===== src/rtl/div_seq_pkg.sv =====
// div_seq_pkg: shared types and constants for the divide sequencer.
//   - operand width, default timeout and destination width
//   - RV32M divide-class op encoding and FSM state encoding
//   - INT_MIN / all-ones constants used by the corner-case resolver
//   - one-entry result cache payload (used when DIV_SEQ_CACHE_EN is defined)
//   - is_signed / is_rem op decode helpers
package div_seq_pkg;

  localparam int unsigned XLEN            = 32;
  localparam int unsigned RD_W            = 5;
  localparam int unsigned OP_W            = 2;
  localparam int unsigned DIV_TIMEOUT_DEF = 80;

  localparam logic [OP_W-1:0] OP_DIV  = 2'b00;
  localparam logic [OP_W-1:0] OP_DIVU = 2'b01;
  localparam logic [OP_W-1:0] OP_REM  = 2'b10;
  localparam logic [OP_W-1:0] OP_REMU = 2'b11;

  localparam logic [XLEN-1:0] INT_MIN  = {1'b1, {(XLEN-1){1'b0}}};
  localparam logic [XLEN-1:0] ALL_ONES = {XLEN{1'b1}};

  typedef enum logic [1:0] {
    IDLE = 2'd0,
    BUSY = 2'd1,
    FIX  = 2'd2,
    RESP = 2'd3
  } state_t;

  // Last completed operation: operands, signedness class and both signed results.
  typedef struct packed {
    logic            valid;
    logic            sgn;
    logic [XLEN-1:0] rs1;
    logic [XLEN-1:0] rs2;
    logic [XLEN-1:0] q;
    logic [XLEN-1:0] r;
  } cache_entry_t;

  // DIV and REM treat operands as two's complement.
  function automatic logic is_signed(input logic [OP_W-1:0] op);
    return (op == OP_DIV) || (op == OP_REM);
  endfunction

  // REM and REMU return the remainder rather than the quotient.
  function automatic logic is_rem(input logic [OP_W-1:0] op);
    return (op == OP_REM) || (op == OP_REMU);
  endfunction

endpackage


===== src/rtl/div_sign_fix.sv =====
// div_sign_fix: dual-lane conditional two's-complement negate.
// Used both to take operand magnitudes and to restore result signs.
// Negating INT_MIN yields INT_MIN, which is the correct unsigned magnitude.
//   a, b             in   XLEN  values
//   neg_a, neg_b     in   1     negate the corresponding lane
//   a_fix_c, b_fix_c out  XLEN  combinational results
module div_sign_fix
  import div_seq_pkg::*;
(
  input  logic [XLEN-1:0] a,
  input  logic [XLEN-1:0] b,
  input  logic            neg_a,
  input  logic            neg_b,
  output logic [XLEN-1:0] a_fix_c,
  output logic [XLEN-1:0] b_fix_c
);

  assign a_fix_c = neg_a ? ((~a) + XLEN'(1)) : a;
  assign b_fix_c = neg_b ? ((~b) + XLEN'(1)) : b;

endmodule


===== src/rtl/div_sequencer.sv =====
// div_sequencer: controller between EX-stage issue of RV32M DIV/DIVU/REM/REMU
// and a multi-cycle unsigned divider core. Resolves divide-by-zero and signed
// overflow locally, otherwise starts the core, waits (bounded by DIV_TIMEOUT),
// fixes up signs and returns one write-back result. Holds the pipeline via
// stall and aborts cleanly on flush.
// Optional feature: define DIV_SEQ_CACHE_EN for a one-entry result cache that
// lets a DIV/REM pair on identical operands skip the core for the second op.
// Ports:
//   clk, reset                       clock, async active-high reset
//   issue_valid/op/rs1/rs2/rd        instruction from EX
//   flush                            kill in-flight operation
//   stall                            hold pipeline front end (combinational)
//   dv_start, dv_abort               one-cycle pulses to the core
//   dv_dividend, dv_divisor          unsigned magnitudes to the core
//   dv_done, dv_quotient/remainder   core result
//   wb_valid, wb_rd, wb_data, wb_err write-back result (wb_err = timeout)
module div_sequencer
  import div_seq_pkg::*;
#(
  parameter int unsigned DIV_TIMEOUT = DIV_TIMEOUT_DEF
) (
  input  logic            clk,
  input  logic            reset,
  input  logic            issue_valid,
  input  logic [OP_W-1:0] issue_op,
  input  logic [XLEN-1:0] issue_rs1,
  input  logic [XLEN-1:0] issue_rs2,
  input  logic [RD_W-1:0] issue_rd,
  input  logic            flush,
  output logic            stall,
  output logic            dv_start,
  output logic            dv_abort,
  output logic [XLEN-1:0] dv_dividend,
  output logic [XLEN-1:0] dv_divisor,
  input  logic            dv_done,
  input  logic [XLEN-1:0] dv_quotient,
  input  logic [XLEN-1:0] dv_remainder,
  output logic            wb_valid,
  output logic [RD_W-1:0] wb_rd,
  output logic [XLEN-1:0] wb_data,
  output logic            wb_err
);

  localparam int unsigned      CNT_W    = $clog2(DIV_TIMEOUT + 1);
  localparam logic [CNT_W-1:0] CNT_LAST = CNT_W'(DIV_TIMEOUT - 1);

  state_t          state;
  logic [OP_W-1:0] op_q;
  logic [RD_W-1:0] rd_q;
  logic            sa_q;
  logic            sb_q;
  logic [XLEN-1:0] q_raw;
  logic [XLEN-1:0] r_raw;
  logic [CNT_W-1:0] cnt;

  logic            issue_sgn_c;
  logic            issue_rem_c;
  logic            neg_rs1_c;
  logic            neg_rs2_c;
  logic            div0_c;
  logic            ovf_c;
  logic            hit_c;
  logic            accept_c;
  logic            timeout_c;
  logic            fix_done_c;
  logic [XLEN-1:0] mag_rs1_c;
  logic [XLEN-1:0] mag_rs2_c;
  logic [XLEN-1:0] q_fix_c;
  logic [XLEN-1:0] r_fix_c;
  logic [XLEN-1:0] corner_data_c;
  logic [XLEN-1:0] hit_data_c;
  logic [XLEN-1:0] fix_data_c;

  // Issue-side decode and RISC-V corner cases.
  assign issue_sgn_c = is_signed(issue_op);
  assign issue_rem_c = is_rem(issue_op);
  assign neg_rs1_c   = issue_sgn_c & issue_rs1[XLEN-1];
  assign neg_rs2_c   = issue_sgn_c & issue_rs2[XLEN-1];
  assign div0_c      = (issue_rs2 == '0);
  assign ovf_c       = issue_sgn_c && (issue_rs1 == INT_MIN) && (issue_rs2 == ALL_ONES);

  always_comb begin
    corner_data_c = '0;
    if (div0_c) begin
      corner_data_c = issue_rem_c ? issue_rs1 : ALL_ONES;
    end else begin
      corner_data_c = issue_rem_c ? '0 : INT_MIN;
    end
  end

  // Qualified events shared by the FSM and the cache.
  assign accept_c   = (state == IDLE) && issue_valid && !flush;
  assign timeout_c  = (state == BUSY) && !flush && !dv_done && (cnt == CNT_LAST);
  assign fix_done_c = (state == FIX) && !flush;

  // Operand magnitudes for the core.
  div_sign_fix u_operand_abs (
    .a       (issue_rs1),
    .b       (issue_rs2),
    .neg_a   (neg_rs1_c),
    .neg_b   (neg_rs2_c),
    .a_fix_c (mag_rs1_c),
    .b_fix_c (mag_rs2_c)
  );

  // Quotient takes the xor of the signs, remainder follows the dividend.
  div_sign_fix u_result_fix (
    .a       (q_raw),
    .b       (r_raw),
    .neg_a   (sa_q ^ sb_q),
    .neg_b   (sa_q),
    .a_fix_c (q_fix_c),
    .b_fix_c (r_fix_c)
  );

  assign fix_data_c = is_rem(op_q) ? r_fix_c : q_fix_c;

`ifdef DIV_SEQ_CACHE_EN
  cache_entry_t    cache;
  logic [XLEN-1:0] rs1_q;
  logic [XLEN-1:0] rs2_q;

  assign hit_c = cache.valid && (cache.sgn == issue_sgn_c) &&
                 (cache.rs1 == issue_rs1) && (cache.rs2 == issue_rs2);
  assign hit_data_c = issue_rem_c ? cache.r : cache.q;

  // Cache fill on completed fix-up; dropped on timeout, kept across flush.
  always_ff @(posedge clk or posedge reset) begin
    if (reset) begin
      cache <= '0;
      rs1_q <= '0;
      rs2_q <= '0;
    end else begin
      if (accept_c) begin
        rs1_q <= issue_rs1;
        rs2_q <= issue_rs2;
      end
      if (fix_done_c) begin
        cache <= '{valid: 1'b1, sgn: is_signed(op_q), rs1: rs1_q, rs2: rs2_q,
                   q: q_fix_c, r: r_fix_c};
      end else if (timeout_c) begin
        cache.valid <= 1'b0;
      end
    end
  end
`else
  assign hit_c      = 1'b0;
  assign hit_data_c = '0;
`endif

  // Hold the front end while an operation is being accepted or is in flight.
  assign stall = !reset && (((state == IDLE) && issue_valid) ||
                            (state == BUSY) || (state == FIX));

  // Main sequencer: state plus all registered outputs.
  always_ff @(posedge clk or posedge reset) begin
    if (reset) begin
      state       <= IDLE;
      op_q        <= '0;
      rd_q        <= '0;
      sa_q        <= 1'b0;
      sb_q        <= 1'b0;
      q_raw       <= '0;
      r_raw       <= '0;
      cnt         <= '0;
      dv_start    <= 1'b0;
      dv_abort    <= 1'b0;
      dv_dividend <= '0;
      dv_divisor  <= '0;
      wb_valid    <= 1'b0;
      wb_rd       <= '0;
      wb_data     <= '0;
      wb_err      <= 1'b0;
    end else begin
      dv_start <= 1'b0;
      dv_abort <= 1'b0;
      wb_valid <= 1'b0;
      wb_err   <= 1'b0;
      case (state)
        IDLE: begin
          if (accept_c) begin
            op_q <= issue_op;
            rd_q <= issue_rd;
            if (div0_c || ovf_c) begin
              state    <= RESP;
              wb_valid <= 1'b1;
              wb_rd    <= issue_rd;
              wb_data  <= corner_data_c;
            end else if (hit_c) begin
              state    <= RESP;
              wb_valid <= 1'b1;
              wb_rd    <= issue_rd;
              wb_data  <= hit_data_c;
            end else begin
              state       <= BUSY;
              sa_q        <= neg_rs1_c;
              sb_q        <= neg_rs2_c;
              dv_dividend <= mag_rs1_c;
              dv_divisor  <= mag_rs2_c;
              dv_start    <= 1'b1;
              cnt         <= '0;
            end
          end
        end
        BUSY: begin
          if (flush) begin
            state    <= IDLE;
            dv_abort <= 1'b1;
          end else if (dv_done) begin
            state <= FIX;
            q_raw <= dv_quotient;
            r_raw <= dv_remainder;
          end else if (timeout_c) begin
            state    <= RESP;
            dv_abort <= 1'b1;
            wb_valid <= 1'b1;
            wb_err   <= 1'b1;
            wb_rd    <= rd_q;
            wb_data  <= '0;
          end else begin
            cnt <= cnt + CNT_W'(1);
          end
        end
        FIX: begin
          if (flush) begin
            state <= IDLE;
          end else begin
            state    <= RESP;
            wb_valid <= 1'b1;
            wb_rd    <= rd_q;
            wb_data  <= fix_data_c;
          end
        end
        RESP: begin
          // Instruction retires this cycle; a new issue waits for IDLE.
          state <= IDLE;
        end
        default: begin
          state <= IDLE;
        end
      endcase
    end
  end

endmodule


===== config.mk =====
export PLATFORM = sky130hd
export DESIGN_NAME = div_sequencer
export DESIGN_NICKNAME = d
export VERILOG_FILES = /design/src/rtl/div_seq_pkg.sv /design/src/rtl/div_sign_fix.sv /design/src/rtl/div_sequencer.sv
export SDC_FILE = /design/constraint.sdc
export NUM_CORES = 1
export LEC_CHECK = 0
export BUFFER_PORTS_ARGS = -buffer_cell sky130_fd_sc_hd__clkbuf_2
export CAP_MARGIN = 20
export CORE_MARGIN = 2
export CORE_UTILIZATION = 50
export DETAILED_ROUTE_END_ITERATION = 8
export GPL_ROUTABILITY_DRIVEN = 0
export MAX_ROUTING_LAYER = met4
export PLACE_DENSITY = 0.75
export SKIP_LAST_GASP = 1
export SYNTH_ARGS = -nofsm -noshare
export SYNTH_HDL_FRONTEND = slang
export SYNTH_SLANG_ARGS = --single-unit
export TNS_END_PERCENT = 10

===== constraint.sdc =====
create_clock -name clk -period 11.7 [get_ports clk]
set_input_delay 2.34 -clock clk [delete_from_list [all_inputs] [get_ports clk]]
set_output_delay 2.34 -clock clk [all_outputs]
set_load 0.02 [all_outputs]

# Word-level counts from Yosys, hierarchy flattened
# Cells that the tools add are included.
classes:
  mux: 48
  n_addsub: 5
  reduce_logical: 28
  bitwise: 9
  eq_ne: 19
op_table:
  columns: ["cell", "n"]
  rows:
  - ["two-way mux 32 bit", 14]
  - ["adder 32 x 1 -> 32 bit (second input constant)", 4]
  - ["inverter 32 bit", 4]
  - ["one-hot mux 32 bit (3 select lines)", 1]
  - ["== test 32 bit (second input constant)", 2]
  - ["two-way mux 7 bit", 5]
  - ["logical NOT 32 bit", 1]
  - ["two-way mux 5 bit", 6]
  - ["one-hot mux 5 bit (3 select lines)", 1]
  - ["inequality test 2 bit (second input constant)", 7]
  - ["one-hot mux 7 bit (2 select lines)", 1]
  - ["== test 2 bit (second input constant)", 6]
  - ["two-way mux 1 bit", 12]
  - ["two-way mux 2 bit", 6]
  - ["logical AND 1 bit", 8]
  - ["one-hot mux 2 bit (4 select lines)", 1]
  - ["adder 7 x 1 -> 7 bit (second input constant)", 1]
  - ["== test 7 bit (second input constant)", 1]
  - ["AND reduction 7 bit", 1]
  - ["logical OR 1 bit", 6]
  - ["AND reduction 3 bit", 2]
  - ["AND reduction 6 bit", 1]
  - ["logical NOT 2 bit", 2]
  - ["inequality test 4 bit (second input constant)", 1]
  - ["other kinds (10)", 15]
totals:
  input_bits: 140
  word_cells: 125
  output_inout_bits: 106
  regBits: 187

# Logic depth before layout (Yosys ltp)
depth:
  depth_word: 8
  depth_mapped: 11
  mapped_depth_nobuf: 8

# Hierarchy
# Synthesis repeated with hierarchy kept, for this count alone.
unflattened:
  hier_cells: 1013
  area_unflattened_um2: 11389.7
by_module_without_submodules:
  columns: ["mod", "n_inst", "area_per_inst_um2", "cells_per_inst", "seq_area_each_um2"]
  rows:
  - ["div_sequencer", 1, 8484.4, 635, 4654.5]
  - ["div_sign_fix", 2, 1452.6, 189, 0.0]

# Least setup slack after synthesis
# OpenSTA, ideal clock, no wires.
synth_path:
  path_kind: "in2out"
  startpoint: "input issue_valid"
  endpoint: "output stall"
  slack_ns: 6.603
  arrival_time_ns: 2.757
  required_ns: 9.360
  stages: 2
  cell_sequence: "nand2_1 -> a21oi_1"
synth_between:
  elab_chain_cells: 4
synth_lines:
  columns: ["element", "line", "text"]
  rows:
  - ["start, declared", "div_sequencer.sv:24", "input logic issue_valid,"]
  - ["logical AND 1 bit", "div_sequencer.sv:152", "assign stall = !reset && (((state == IDLE) && issue_valid) ||"]
  - ["logical OR 1 bit", "div_sequencer.sv:152", null]
  - ["logical OR 1 bit", "div_sequencer.sv:153", "(state == BUSY) || (state == FIX));"]
  - ["logical AND 1 bit", "div_sequencer.sv:152", null]
  - ["end, declared", "div_sequencer.sv:30", "output logic stall,"]
# Every way passes these cells.

# Worst setup path in the final report
# Same ends and word-level chain as after synthesis.

==> flow_metrics.env <==
export IMPL_drive_above_1_share=0.305
export IMPL_clockPowerShare=0.179
export IMPL_total_power_w=0.00344
export IMPL_totalWireLength_um=30100
export IMPL_die_y_um=152
export IMPL_cts_tree="done"
export IMPL_cp_common_cell="clkbuf_2"
export IMPL_r2r_setup_slack_ps=8070
export IMPL_dr_pass1_iters=6
export IMPL_worstHoldPathType="reg2reg"
export IMPL_switchingPower_w=0.00149
export IMPL_drv_slew=0
export IMPL_ctsLongestPathBuffers=2
export IMPL_synth_warnings=0
export IMPL_diodes=0
export IMPL_cts_buffers=17
export IMPL_core_um2=21600
export IMPL_cp_startpoint="issue_valid"
export IMPL_holdBufCountCts=0
export IMPL_drt_iter0_drc=628
export IMPL_netlist_top_cells_count="dfrtp_1 (186), nand2_1 (116), mux2_2 (91)"
export IMPL_synth_cell_types=67
export IMPL_critPathSlowestCell="a21oi_1"
export IMPL_fmax_mhz=191
export IMPL_fin_util=0.599
export IMPL_synth_edf_count=0
export IMPL_grt_pass1_vias=8711
export IMPL_clkSlewWorstSetupHoldPaths_ps=70
export IMPL_cp_start_kind="input pin"
export IMPL_synth_flop_cell="dfrtp_1"
export IMPL_portBuffers=245
export IMPL_multi_input_area_um2=5850
export IMPL_final_setup_tns_ps=0
export IMPL_synth_top_area_share=0.427
export IMPL_fill_cells=1907
export IMPL_finalSetupViolCount=0
export IMPL_postSynthAreaPerCell_um2=9.76
export IMPL_crit_type="in2out"
export IMPL_grt_max_degree=109
export IMPL_finClkSkew_ps=10.8
export IMPL_overflow=0
export IMPL_dp_cells=1591
export IMPL_rows=54
export IMPL_cts_root_buf="clkbuf_16"
export IMPL_synth_nets=1268
export IMPL_globalRouteTotalUtil=0.265
export IMPL_min_from="rd_q[4]"
export IMPL_vias=9488
export IMPL_synthTopCellsByArea="dfrtp_1 (43%), mux2_2 (9.4%), xor2_1 (5.1%), nand2_1 (4.0%), xnor2_1 (3.5%)"
export IMPL_synth_area_um2=10900
export IMPL_worstPathCellList="clkbuf_2, nand2_1, a21oi_1, clkbuf_2"
export IMPL_syn_inst=1118
export IMPL_grt_pass1_wl_um=45900
export IMPL_critPathMaxStageDelay_ps=200
export IMPL_antenna_found_initial=0
export IMPL_async_flop_share=1.00
export IMPL_clock_sinks=186
export IMPL_period_needed_ps=5240
export IMPL_pwr_share_comb=0.464
export IMPL_cts_htree_levels=4
export IMPL_drc=0
export IMPL_via_per_inst=5.84
export IMPL_placed_area_um2=12300
export IMPL_yosysMostFrequentCell="dfrtp_1"
export IMPL_seqPwrFrac=0.357
export IMPL_ys_seq_area_frac=0.427
export IMPL_rsz0062_at_grt="no"
export IMPL_worst_pin_slew_ps=1030
export IMPL_status="finished clean"
export IMPL_clock_latency_ps=440
export IMPL_seqCellArea_um2=4650
export IMPL_critPathArrivalTime_ps=2900
export IMPL_wire_per_inst_um=18.5
export IMPL_cts_setup_buffers=0
export IMPL_internal_power_w=0.00195
export IMPL_die_x_um=152
export IMPL_cts_resized=0
export IMPL_dpl_hpwl_um=22600
export IMPL_maxCapViolCount=0
export IMPL_required_ps=9360
export IMPL_synthToLayoutAreaGrowth_pct=18.6
export IMPL_drtAntennaViolNets=0
export IMPL_stdcell_area_um2=12900
export IMPL_yosys_area_top_type="dfrtp_1"
export IMPL_start_util=0.505
export IMPL_nNetsFinal=1481
export IMPL_fin_crit_sh=0.448
export IMPL_dieArea_um2=23000
export IMPL_switching_share=0.432
export IMPL_ys_ff_latch=186
export IMPL_cp_max_fo=3
export IMPL_rr_startpoint="state[1]"
export IMPL_powerDensity_nw_per_um2=266
export IMPL_crit_path_end_kind="output port"
export IMPL_finalHoldViolCount=0
export IMPL_fin_cells=1624
export IMPL_ir_drop_mv=0.129
export IMPL_leakagePower_nw=5.96
export IMPL_io_pins=246
export IMPL_slew_headroom=0.308
[cells in the final DEF (no fill, tap or decap), types with 20 or more instances in the layout]
master and instances:
o31ai_1 21, xor2_1 63, o21ai_1 52, nor2_1 52, nand2_1 116, inv_1 32
xnor2_1 43, a21oi_1 27, nor3_1 20, mux2_2 91, a31oi_1 20, clkbuf_2 245
dfrtp_1 186, o21ai_0 64
[through the flow]
stage	setup slack [ps]	hold WS, ps
global route	6350	503
CTS	6470	479
global placement	6290	454
finish	6460	480
detailed placement	6180	462
floorplan	4300	440
[area by class of cell]
| class | instances | area share |
|---|---|---|
| Timing Repair Buffer | 261 | 0.104 |
| Multi-Input combinational cell | 832 | 0.452 |
| Clock buffer | 20 | 0.0353 |
| Tap cell | 280 | 0.0271 |
| Sequential cell | 186 | 0.359 |
| Clock inverter | 12 | 0.0125 |
| Inverter | 33 | 0.00995 |
[sequential cells by signal (all words and copies together) (netlist names), 5 cells and up]
register,cells
cnt,7
dv_dividend,32
dv_divisor,32
q_raw,32
r_raw,32
rd_q,5
wb_data,32
wb_rd,5
[worst paths after layout]
check	end	depth (start not counted)
worst max-delay path	stall	4
worst min-delay path	rd_q[4]	2
worst max register to register	wb_data[19]	9
worst min register to register	rd_q[4]	2
max in group asynchronous	dv_dividend[6]	3
min in group asynchronous	dv_dividend[17]	2
[worst max-delay path, delay by kind of cell]
kind | cells | cell delay [ps]
simple gates | 1 | 90
buf+inv | 2 | 270
compound gates | 1 | 200
[kinds of logic after synthesis]
group | share of synthesized area
simple gates | 0.152
flops | 0.427
fa+ha+maj | 0.0115
compound gates | 0.167
xor+xnor | 0.0859
buf+inv | 0.0396
mux | 0.117
[metal layers]
layer / track usage / wire length, um / vias up
met5: - / 0 / -
met4: 0.0755 / 584 / 0
met3: 0.0482 / 2100 / 38
met2: 0.412 / 14100 / 386
met1: 0.359 / 13300 / 4575
li1: - / - / 4489
[power groups by stage]
| stage | Combinational, W | Clock [W] | Sequential (W) |
|---|---|---|---|
| floorplan | 0.000982 | 0 | 0.00134 |
| global placement | 0.00155 | 0 | 0.00122 |
| detailed placement | 0.00159 | 0 | 0.00123 |
| CTS | 0.00160 | 0.000624 | 0.00122 |
| global route | 0.00174 | 0.000654 | 0.00127 |
| finish | 0.00160 | 0.000616 | 0.00123 |
Power figures use the tool's default switching activity.
